==> src/rtl/piso_shift_reg.sv <==
// piso_shift_reg: parallel-in serial-out framer, LSB first, followed by EXTRA_BITS zero pad bits.
// Ports: clk, rst (sync, active high); load/din start a frame when idle;
//        dout/dvalid carry the frame bits; busy is high while a frame is in flight.
module piso_shift_reg #(
    parameter int WIDTH      = 42,
    parameter int EXTRA_BITS = 3
) (
    input  logic             clk,
    input  logic             rst,
    input  logic             load,
    input  logic [WIDTH-1:0] din,
    output logic             dout,
    output logic             dvalid,
    output logic             busy
);
    localparam int TOT = WIDTH + EXTRA_BITS;
    localparam int CW  = $clog2(TOT + 1);

    logic [WIDTH-1:0] sr;
    logic [CW-1:0]    cnt;

    // bit 0 goes out straight from din on the accepting edge; once the data
    // has shifted out the register holds zeros, which become the pad bits
    always_ff @(posedge clk) begin
        if (rst) begin
            sr     <= '0;
            cnt    <= '0;
            dout   <= 1'b0;
            dvalid <= 1'b0;
            busy   <= 1'b0;
        end else if (load && !busy) begin
            sr     <= din >> 1;
            dout   <= din[0];
            dvalid <= 1'b1;
            busy   <= 1'b1;
            cnt    <= CW'(1);
        end else if (busy) begin
            if (cnt == CW'(TOT)) begin
                dout   <= 1'b0;
                dvalid <= 1'b0;
                busy   <= 1'b0;
            end else begin
                dout <= sr[0];
                sr   <= sr >> 1;
                cnt  <= cnt + CW'(1);
            end
        end
    end
endmodule

==> src/rtl/piso_harness.sv <==
// piso_harness: serializes loaded words and reassembles them from the serial stream.
// Ports: clk, rst (sync, active high); load_valid/load_data/load_ready load handshake;
//        ser_out/ser_valid serial frame; cap_valid/cap_data reassembled word (pulse + held data).
module piso_harness #(
    parameter int WIDTH      = 42,
    parameter int EXTRA_BITS = 3
) (
    input  logic             clk,
    input  logic             rst,
    input  logic             load_valid,
    input  logic [WIDTH-1:0] load_data,
    output logic             load_ready,
    output logic             ser_out,
    output logic             ser_valid,
    output logic             cap_valid,
    output logic [WIDTH-1:0] cap_data
);
    localparam int TOT = WIDTH + EXTRA_BITS;
    localparam int CW  = $clog2(TOT + 1);

    logic             busy;
    logic [WIDTH-1:0] cap_sr;
    logic [WIDTH-1:0] cap_nxt;
    logic [CW-1:0]    bit_cnt;
    logic             shift_en;
    logic             last;

    piso_shift_reg #(
        .WIDTH     (WIDTH),
        .EXTRA_BITS(EXTRA_BITS)
    ) u_ser (
        .clk   (clk),
        .rst   (rst),
        .load  (load_valid && load_ready),
        .din   (load_data),
        .dout  (ser_out),
        .dvalid(ser_valid),
        .busy  (busy)
    );

    assign load_ready = !busy;

    // only the first WIDTH frame bits are data; the last bit of the frame
    // (which is the final data bit when there is no pad) completes the word
    always_comb begin
        shift_en = ser_valid && (bit_cnt < CW'(WIDTH));
        last     = ser_valid && (bit_cnt == CW'(TOT - 1));
        cap_nxt  = shift_en ? ((cap_sr >> 1) | (WIDTH'(ser_out) << (WIDTH - 1))) : cap_sr;
    end

    always_ff @(posedge clk) begin
        if (rst) begin
            cap_sr    <= '0;
            bit_cnt   <= '0;
            cap_valid <= 1'b0;
            cap_data  <= '0;
        end else begin
            cap_sr    <= cap_nxt;
            bit_cnt   <= !ser_valid ? '0 : (bit_cnt == CW'(TOT)) ? bit_cnt : bit_cnt + CW'(1);
            cap_valid <= last;
            cap_data  <= last ? cap_nxt : cap_data;
        end
    end
endmodule

==> config.mk <==
export PLATFORM = sky130hd
export DESIGN_NAME = piso_harness
export DESIGN_NICKNAME = d
export VERILOG_FILES = /design/src/rtl/piso_shift_reg.sv /design/src/rtl/piso_harness.sv
export SDC_FILE = /design/constraint.sdc
export NUM_CORES = 1
export LEC_CHECK = 0
export CORE_ASPECT_RATIO = 0.75
export CORE_MARGIN = 1
export CORE_UTILIZATION = 25
export DETAILED_ROUTE_END_ITERATION = 8
export GPL_TIMING_DRIVEN = 0
export PLACE_DENSITY = 0.4
export SLEW_MARGIN = 20
export SYNTH_ARGS = -nofsm -noshare
export SYNTH_HDL_FRONTEND = slang
export SYNTH_HIERARCHICAL = 1
export SYNTH_SLANG_ARGS = --single-unit
==> constraint.sdc <==
create_clock -name clk -period 2.3 [get_ports clk]
set_input_delay 0.23 -clock clk [delete_from_list [all_inputs] [get_ports clk]]
set_output_delay 0.23 -clock clk [all_outputs]
set_load 0.01 [all_outputs]
---- Yosys cells after proc, flatten, opt, wreduce, memory -nomap -nowiden ----
Cells that the tools add are included.
word-level totals
  output and inout port bits .............. 46
  bits in writable memories ............... 0
  memory bits (read-only) ................. 0
  memories ................................ 0
  latch bits .............................. 0
  word-level logic and storage cells ...... 48
  bits of input ports ..................... 45
  register bits after elaboration ......... 141
cells by class
  shift operators ......................... 0
  divide/modulo/power cells ............... 0
  multipliers ............................. 0
  $lt $le $gt $ge ......................... 1
  bitwise gates (word level) .............. 3
  eq/ne operators ......................... 4
  add/sub/neg operators ................... 2
  reduce and logical (&&, ||, !) cells .... 12
  multiplexer cells ....................... 16
operator list
  kind                                                                      number
  41-bit 2-to-1 mux                                                         3
  42-bit 2-to-1 mux                                                         1
  41-bit by 42-bit bitwise OR with 42-bit output                            1
  6-bit equality test (second input constant)                               3
  6-bit by 1-bit adder with 6-bit output (second input constant)            2
  1-bit 2-to-1 mux                                                          12
  6-bit less-than comparator (second input constant)                        1
  2-bit AND reduction                                                       3
  1-bit logical AND                                                         4
  2-bit nonzero test                                                        2
  2-bit OR reduction                                                        2
  2-bit by 1-bit inequality test with 1-bit output (second input constant)  1
  1-bit NOT                                                                 2
  1-bit logical NOT                                                         1

---- Depth between registers and ports, before layout ----
Gate-level depths: netlist of run 1.
  depth after elaboration ................. 5
  depth in mapped cells ................... 7
  gate-level depth less buffers ........... 6

---- By module ----
Netlist of run 1, hierarchy kept.
modules (own cells, without submodules)
  module          times used  area each (µm²)  cells an instance  seq. area each (µm²)
  piso_harness    1           3,594.7          316                1,821.7
  piso_shift_reg  1           2,020.7          212                1,001.0

---- Least setup slack after synthesis of run 1 ----
No wires, ideal clock.
  path type ............................... reg2reg
  start point ............................. reg u_ser.busy
  end point ............................... reg u_ser.sr[0]
  setup time .............................. 0.119 ns
  arrival ................................. 1.332 ns
  data required time ...................... 2.181 ns
  path buffers ............................ 1
  period minus slack after synthesis ...... 1.451 ns
  setup slack ............................. 0.849 ns
  stages on the path, launching flop included .. 6
  path through ............................ dfxtp_1 nor2b_1 or2_2 o21a_1 clkbuf_1 o221a_2
between the ends
  word-level cells in the longest chain between the ends .. 5
  elaborated cells on any way between the ends .. 7
  those cells by class .................... 1 x eq/ne; 1 x mux; 5 x reduce/logical
RTL lines
  what                                                                                                     line                                      text
  start: declaration                                                                                       piso_shift_reg.sv:14                      output logic busy
  start signal: assignment                                                                                 piso_shift_reg.sv:30                      busy <= 1'b0;
  start signal: assignment                                                                                 piso_shift_reg.sv:35                      busy <= 1'b1;
  start signal: assignment                                                                                 piso_shift_reg.sv:41                      busy <= 1'b0;
  1-bit logical NOT                                                                                        piso_shift_reg.sv:31, piso_harness.sv:41
  1-bit logical AND                                                                                        piso_harness.sv:34                        .load (load_valid && load_ready),
  1-bit logical AND                                                                                        piso_shift_reg.sv:31                      end else if (load && !busy) begin
  2-bit by 1-bit inequality test with 1-bit output (no source line) or 2-bit nonzero test (tied branches)  -
  2-bit AND reduction (no source line)                                                                     -
  end signal: assignment                                                                                   piso_shift_reg.sv:32                      sr <= din >> 1;
  end signal: assignment                                                                                   piso_shift_reg.sv:44                      sr <= sr >> 1;
  end: declaration                                                                                         piso_shift_reg.sv:19                      logic [WIDTH-1:0] sr;
Parallel ways exist; a longest one is shown, timed or not.
A chain may end at the register's enable or synchronous reset.

---- Final worst setup path of run 1 ----
  start point ............................. reg u_ser.dvalid
  end point ............................... out ser_valid
RTL lines
  what                      line                  text
  start: declaration        piso_shift_reg.sv:13  output logic dvalid,
  start signal: assignment  piso_shift_reg.sv:29  dvalid <= 1'b0;
  start signal: assignment  piso_shift_reg.sv:34  dvalid <= 1'b1;
  start signal: assignment  piso_shift_reg.sv:40  dvalid <= 1'b0;
  end: declaration          piso_harness.sv:14    output logic ser_valid,
No word-level cell between the ends.

==> results.md, run 1 <==
* Reg clk slew, reported paths at 0.06 ns
* Hold endpoint: u_ser/sr[22]
* Mapped Cells at 528
* Setup TNS at 0 ns
* Worst EP required at 2.07 ns
* Critical Path AT at 1.54 ns
* Critical path endpoint category: output port
* Final worst path period need at 1.77 ns
* DP HPWL at 9420 um
* R2R Path Start: u_ser/busy
* Vias in the first global route at 4,254
* TritonCTS clock tree: yes
* Syn avg cell area at 10.6 um^2
* Worst path bufs/invs at 1
* GRT overflow at 0
* Synth cell types at 42
* Rel. slew slack at 62.8%
* Pin count of the biggest net entering global routing at 17
* CP startpoint: u_ser/dvalid
* Layout cells sized above 1 at 12.2%
* Status: completed
* First-pass GRT wire length at 22,200 um
* Post-synthesis async set-or-reset flop share at 0%
* Clock latency on the worst-skew pair at 0.41 ns
* Clock buffer depth at 2
* Final worst path period share at 76.8%
* Max frequency at 0.566 GHz
* Post-Synthesis Cell Area at 5620 um^2
* Cells on Worst Hold Path at 3
* Setup CP Type: register to output port
* WL/cell at 13.8 um
* Die Wd at 175 um
* Die area at 23,100 um^2
* Critical path fanouts, max at 7
* Initial antenna violation count at 0
* Post-DRT Antenna Nets at 0
* H-Tree Depth at 4
* Most frequent cells in the layout: 141 x dfxtp_1, 90 x clkdlybuf4s50_1, 88 x nand2b_1
* # DRC at 0
* CTS buffer count at 17
* Synthesized Nets at 578
* Slew Viols, Final at 0
* Unrepaired setup endpoints after global routing: no
* Reg2reg path depth at 5
* Vias per cell at 4.37
* Post-synth top flop: dfxtp_1
* Final Core Density at 33.9%
* Root buffer cell: clkbuf_16
* Critical path's slowest cell: clkdlybuf4s50_1
* R2r setup slk at 0.55 ns
* # IOs at 91
* Crit-path cells: clkdlybuf4s50_1
* Commonest non-fill, non-tap cell in the layout: dfxtp_1
* Placement Rows at 47
* Max-Cap Viols at 0
* ANT cells at 0
* Setup bufs post-CTS at 0
* Hold wc startpoint: load_data[23]
* Worst r2r dst: u_ser/sr[21]
* Hold crit path type: input pin to register
* Vias at 4,125
* Post-CTS Hold Buffers at 0
* Post-CTS sizing at 0
* Die height at 132 um
* Share of the yosys chip area belonging to registers at 50.3%
* Final GP Congestion at 0.729
* Clock sink count at 141
* Post-synthesis register bit count at 141
* Post-Route WL at 13,000 um
* Clk_skew at 0.0105 ns
* Critical path's largest stage delay at 0.64 ns
* Nets at 687
* Total track usage at 12.2%
* Worst-Margin Slew at 0.557 ns
* Core Footprint at 22,100 um^2
* DR pass1 iterations at 5
* Crit start category: register
* Synth warn at 6
* Initial detailed-routing violation count at 257
* Leak at 0.00304 uW
* Max IR drop VDD at 0.424 mV
* IO buf count at 90
* Post-synth EDFFs at 0
* Initial Utilization at 25.5%
* Delay-heaviest family, CP: buffers and inverters
* PD cells at 780 nW/um^2
* Layout area overhead at 33.3%
* Hold Vio Cnt, Final at 0
* Setup violations, final at 0
==> how the worst max path moves through the flow <==
stage	endpoint	cells past startpoint
6_report	ser_valid	1
5_1_grt	u_ser/sr[17]	5
4_1_cts	cap_data[18]	5
3_5_place_dp	cap_data[26]	5
3_3_place_gp	cap_data[18]	5
2_1_floorplan	u_ser/sr[0]	5
==> state kept, by name, indices dropped and copies added, names as in the netlist <==
signal	cells
u_ser/dvalid	1
cap_data	42
bit_cnt	6
cap_sr	42
u_ser/cnt	6
u_ser/dout	1
cap_valid	1
u_ser/sr	41
u_ser/busy	1
==> stage by stage <==
stage                     power (uW)  instances  instance area (um^2)  setup WS, ns  hold WS, ns
after floorplan                 2900        528                  5620         0.849        0.391
after global placement          3070        912                  6880        0.0555        0.463
after detailed placement        3080        912                  6880        0.0205        0.462
after CTS                       5940        943                  7490         0.462        0.448
after global routing            6100        943                  7490         0.322        0.467
final                           5840        943                  7490         0.533        0.466
==> layer usage <==
| metal | up-vias | GRT usage [%] | share of wire (%) |
|---|---|---|---|
| li1 | 2083 | - | - |
| met1 | 1959 | 17.5 | 52 |
| met2 | 71 | 17.5 | 42 |
| met3 | 12 | 3.03 | 4.4 |
| met4 | 0 | 4.30 | 1.2 |
| met5 | - | 0 | 0 |
==> final cells by class <==
cell class / count / area (um^2)
Multi-Input combinational cell: 345 / 2530
Timing Repair Buffer: 90 / 901
Tap cell: 294 / 368
Buffer: 37 / 244
Inverter: 5 / 18.8
Clock inverter: 13 / 163
Fill cell: 2244 / 14600
Sequential cell: 141 / 2820
Clock buffer: 18 / 439
==> cell usage after synthesis (3+ instances only) <==
library cell  number  area share, %
inv_1              5           0.33
o21ai_0            4           0.36
clkbuf_1          17            1.1
buf_4              3           0.40
nor3_1             4           0.36
nand3_1            7           0.62
xor2_1             3           0.47
nand2b_1          88            9.8
nand2_1            5           0.33
mux2i_1           85             15
a21oi_1            8           0.71
o221a_2           22            4.4
nor2_1            69            4.6
buf_2             11           0.98
dfxtp_1          141             50
a222oi_1          18            3.2
ha_1               5            1.1
buf_12             4            1.4
==> worst register-to-register path, stage by stage (launching register included) <==
cell and delay [ns]:
dfxtp_1 0.36, nor2b_1 0.27, nor2b_1 0.38, clkbuf_1 0.40, a222oi_1 0.18, nor2_1 0.11
==> power breakdown <==
group	leakage, uW	internal (uW)	switching [uW]	total, uW
clock network	0.000301	1740	1070	2810
logic	0.00159	237	217	454
registers	0.00114	2520	53.3	2570
total	0.00304	4490	1340	5840
==> cell families (layout without fill, tap and decap cells) <==
logic type      Yosys count  in the layout  share of synthesized area (%)
simple gates            191            191                           18.4
flops                   141            141                           50.3
mux                      85             85                           15.2
compound gates           60             60                           9.78
buf+inv                  42            163                           4.68
fa+ha+maj                 5              5                           1.11
xor+xnor                  4              4                          0.624
Note: power is estimated with default switching activity, not from simulation.
==> run 2: changes to the inputs <==
Settings changed: PLACE_DENSITY 0.4 to 0.42.
Clock period 2.3 ns to 1.6 ns, I/O delays scaled along.
==> run 2 against run 1 <==
Global-route usage is essentially flat; via count up 1.7%; power is 46% higher; combinational power up 53%; worst setup slack worse by 0.49 ns; clock power increased by 47%; hold slack worse by 0.076 ns; count of clock-buffer cells in the layout unchanged; sequential share of layout area is 0.34 points lower; wire length is 3.1% higher; largest cell class unchanged.
==> results.md, run 2 (same netlist as run 1, synthesis figures left out) <==
* Status: completed
* Place WS at -0.653 ns
* Setup violations, final at 0
* Max IR drop VDD at 0.538 mV
* Slew Viols, Final at 0
* PD cells at 1120 nW/um^2
* TritonCTS clock tree: yes
* Worst path bufs/invs at 2
* Final worst path period need at 1.56 ns
* DP Area at 6880 um^2
* # DRC at 0
* Hold crit path type: input pin to register
* Critical Path AT at 1.84 ns
* Max-Cap Viols at 0
* Final worst path period share at 97.5%
* Vias per cell at 4.43
* Die Wd at 175 um
* Root buffer cell: clkbuf_16
* Leak at 0.00308 uW
* Placement Rows at 47
* Critical path endpoint category: register
* Vias at 4,195
* Critical path's slowest cell: a222oi_1
* IO buf count at 90
* Worst EP required at 1.88 ns
* Post-DRT Antenna Nets at 0
* H-Tree Depth at 4
* Worst-Margin Slew at 0.590 ns
* Rel. slew slack at 60.7%
* Core Footprint at 22,100 um^2
* Final Cell Area at 7600 um^2
* Post-CTS Hold Buffers at 0
* Clock latency on the worst-skew pair at 0.42 ns
* Unrepaired setup endpoints after global routing: yes
* Placed Cells at 912
* Filler instances at 2,228
* # IOs at 91
* Crit-path cells: inv_2, ha_4, nand2_4, o21a_4, buf_2, a222oi_1, nor2_1
* Hold Vio Cnt, Final at 0
* Max frequency at 0.641 GHz
* Largest regs: cap_data x42, cap_sr x42, u_ser/sr x41
* Post-Route WL at 13,400 um
* Tot Pwr at 8520 uW
* Initial Utilization at 25.5%
* Initial detailed-routing violation count at 214
* Reg clk slew, reported paths at 0.06 ns
* Commonest non-fill, non-tap cell in the layout: dfxtp_1
* Worst setup margin at 0.0397 ns
* DR pass1 iterations at 5
* Pin count of the biggest net entering global routing at 17
* GRT overflow at 0
* Clock sink count at 141
* Nets at 691
* Layout area overhead at 35.3%
* Final hold slack at 0.390 ns
* WL/cell at 14.2 um
* Initial antenna violation count at 0
* Top layer in use: met4
* Clock buffer depth at 2
* Die area at 23,100 um^2
* Delay-heaviest family, CP: compound AO/OA/AOI/OAI gates
* ANT cells at 0
* Die height at 132 um
* Vias in the first global route at 4,247
* Critical path fanouts, max at 5
* First-pass GRT wire length at 21,700 um
* Total track usage at 12.1%
* Final cell count without fillers at 948
* CTS buffer count at 17
* Layout cells sized above 1 at 15.4%
* Most frequent cells in the layout: 134 x dfxtp_1, 89 x clkdlybuf4s50_1, 88 x nand2b_1
* Critical path's largest stage delay at 0.34 ns
* WL met2 at 5910 um
* M1 WL at 6880 um
* Final GP Congestion at 0.808
* Crit start category: register
* DR WL met3 at 473 um
* Setup CP Type: register to register
* Clk_skew at 0.0127 ns
* DP HPWL at 9340 um
-- run 2: cell types whose count changed in the layout (fill, tap and decap cells not counted), moves of 2 or more --
| cell | before | now |
|---|---|---|
| buf_4 | 3 | 10 |
| dfxtp_1 | 141 | 134 |
| dfxtp_2 | 0 | 4 |
| buf_2 | 11 | 8 |
| clkinv_2 | 4 | 1 |
| dfxtp_4 | 0 | 3 |
| clkinvlp_4 | 0 | 2 |
| nor2b_1 | 2 | 0 |
| nor2b_2 | 0 | 2 |
| o21a_1 | 2 | 0 |
-- run 2: final timing paths --
path / slack (ns) / startpoint / cells after the start / end
setup / recovery: 0.04 / u_ser/cnt[1] / 7 / u_ser/sr[15]
setup reg to reg: 0.04 / u_ser/cnt[1] / 7 / u_ser/sr[15]
hold reg to reg: 0.47 / cap_data[8] / 2 / cap_data[8]
hold / removal: 0.39 / load_data[29] / 3 / u_ser/sr[28]
-- run 2: final cells by class --
type                    instances  area (um^2)  share of cell area, %
well taps                     294          368                   4.84
plain buffers                  37          263                   3.46
clock inverters                14          183                   2.40
repair buffers                 94          928                   12.2
inverters                       5         18.8                  0.247
clock buffers                  18          429                   5.65
multi-input cells             345         2570                   33.8
flip-flops and latches        141         2840                   37.4
-- run 2: routing by layer --
metal  vias up  GRT usage [%]
li1       2096              -
met1      2019           16.2
met2        69           18.3
met3        11           3.49
met4         0           5.17
met5         -              0
-- run 2: worst register-to-register path: stages, from the launching register on --
cell and delay, ns:
dfxtp_2 0.33, inv_2 0.07, ha_4 0.14, nand2_4 0.06
o21a_4 0.24, buf_2 0.16, a222oi_1 0.35, nor2_1 0.08
-- run 2: timing repair --
item / 4_1_cts / 5_1_grt
cloned: 0 / 1
gates resized for setup: 13 / 22
setup buffers: 0 / 3
endpoints found under the setup margin: 76 / 53
pin swaps: 1 / 15
-- run 2: metrics by stage --
step | setup TNS (ns) | util (%)
3_3_place_gp | -46.83 | 31.2
3_5_place_dp | -51.84 | 31.2
6_report | 0 | 34.5
2_1_floorplan | 0 | -
4_1_cts | 0 | 34.1
5_1_grt | -0.105 | 34.5
-- run 2: power breakdown --
group / switching (uW) / internal [uW]
Sequential: 78.6 / 3620
Combinational: 324 / 369
Clock: 1640 / 2490
==> run 3: changes to the inputs <==
--- a/constraint.sdc
+++ b/constraint.sdc
@@ -3,2 +3,2 @@
 set_output_delay 0.16 -clock clk [all_outputs]
-set_load 0.01 [all_outputs]
+set_load 0.05 [all_outputs]
==> run 3 against run 2 <==
Sequential power about the same; sequential share of layout area up 0.23 points; wire length about the same; die area unchanged; cell area down 0.79%; maximum frequency down 0.17%; critical path type unchanged.
==> results.md, run 3 (same netlist as run 1, synthesis figures left out) <==
* Status: completed
* Reg clk slew, reported paths at 0.06 ns
* Most frequent cells in the layout: 136 x dfxtp_1, 88 x nand2b_1, 85 x mux2i_1
* GRT overflow at 0
* WL/cell at 14.2 um
* Clock buffer depth at 2
* Placed Cells at 912
* Largest regs: cap_data x42, cap_sr x42, u_ser/sr x41
* Pin count of the biggest net entering global routing at 17
* Max IR drop VDD at 0.541 mV
* DP HPWL at 9340 um
* Vias per cell at 4.45
* Rel. slew slack at 61.1%
* Post-Route WL at 13,400 um
* Layout area overhead at 34.2%
* PD cells at 1130 nW/um^2
* Layout cells sized above 1 at 15.3%
* Placement Rows at 47
* Commonest non-fill, non-tap cell in the layout: dfxtp_1
* Worst-Margin Slew at 0.584 ns
* Net Sw Frac at 24.2%
* Clock latency on the worst-skew pair at 0.42 ns
* Root buffer cell: clkbuf_16
* TritonCTS clock tree: yes
* H-Tree Depth at 4
* Die height at 132 um
* Setup violations, final at 0
* Initial antenna violation count at 0
* ANT cells at 0
* Critical path fanouts, max at 5
* Slew Viols, Final at 0
* Initial Utilization at 25.5%
* Total track usage at 12.1%
* Final worst path period need at 1.56 ns
* Initial detailed-routing violation count at 213
* Hold crit path type: input pin to register
* Clock Power Share at 48.4%
* Vias in the first global route at 4,247
* Critical path endpoint category: register
* Post-DRT Antenna Nets at 0
* IO buf count at 90
* Clock sink count at 141
* Hold Vio Cnt, Final at 0
* Core Footprint at 22,100 um^2
* Critical Path AT at 1.85 ns
* Clk_skew at 0.0141 ns
* Final GP Congestion at 0.808
* DR pass1 iterations at 6
* First-pass GRT wire length at 21,700 um
* Nets at 691
* Post-CTS Hold Buffers at 0
* # DRC at 0
* Worst EP required at 1.88 ns
* Die Wd at 175 um
* Die area at 23,100 um^2
* Worst setup margin at 0.0371 ns
* Leak at 0.00330 uW
* Setup CP Type: register to register
* CTS buffer count at 17
* Unrepaired setup endpoints after global routing: yes
* Logic pwr share at 8.3%
* Max frequency at 0.640 GHz
* Sequential group share of total power at 43.3%
* NetSw at 2070 uW
* Vias at 4,216
* Final cell count without fillers at 948
* Final worst path period share at 97.7%
* Cell-internal power at 6470 uW
* # IOs at 91
* Crit start category: register
* Max-Cap Viols at 0
* Place WS at -0.653 ns
## run 3: power by group through the flow
stage / Sequential (uW) / Clock [uW] / Combinational [uW]
3_5_place_dp: 3770 / 0 / 678
6_report: 3700 / 4130 / 710
3_3_place_gp: 3770 / 0 / 666
5_1_grt: 3710 / 4410 / 777
4_1_cts: 3690 / 4270 / 684
2_1_floorplan: 3760 / 0 / 425
## run 3: through the flow
stage          hold WS [ns]  util, %  total power [uW]  setup TNS (ns)  cell area [um^2]
2_1_floorplan         0.321        -              4180               0              5620
3_3_place_gp          0.461     31.2              4430          -46.83              6880
3_5_place_dp          0.460     31.2              4450          -51.84              6880
4_1_cts               0.366     33.8              8640               0              7460
5_1_grt               0.393     34.2              8890          -0.105              7540
6_report              0.390     34.2              8540               0              7540
## run 3: area by class of cell
class,instances,area (um^2)
fill,2246,14500
sequential,141,2830
multi-input combinational,345,2570
timing repair buffer,94,873
clock buffer,18,429
tap,294,368
buffer,37,263
clock inverter,14,183
inverter,5,18.8
## run 3: timing repair
| action | 4_1_cts | 5_1_grt |
|---|---|---|
| endpoints found under the hold margin | 0 | 0 |
| setup endpoints to repair | 120 | 53 |
| pin swaps | 1 | 15 |
| resized for setup | 58 | 22 |
| buffers inserted | 0 | 3 |
| cloned | 0 | 1 |
## run 3: worst max-delay path: stages (launching register included)
cell and delay, ns:
dfxtp_2 0.33, inv_2 0.07, ha_4 0.14, nand2_4 0.06
o21a_4 0.24, buf_2 0.16, a222oi_1 0.35, nor2_1 0.08
## run 3: per-layer routing
layer / GRT usage [%] / part of all wire (%) / vias up
li1: - / - / 2100
met1: 16.1 / 51 / 2035
met2: 18.3 / 44 / 71
met3: 3.49 / 4.0 / 10
met4: 5.17 / 1.1 / 0
met5: 0 / 0 / -
## run 3: path summary, 6_finish.rpt
check | from | end | slack [ns] | cells after the start
hold reg to reg | cap_data[8] | cap_data[8] | 0.47 | 2
hold / removal | load_data[21] | u_ser/sr[20] | 0.39 | 3
setup / recovery | u_ser/cnt[1] | u_ser/sr[15] | 0.04 | 7
setup reg to reg | u_ser/cnt[1] | u_ser/sr[15] | 0.04 | 7
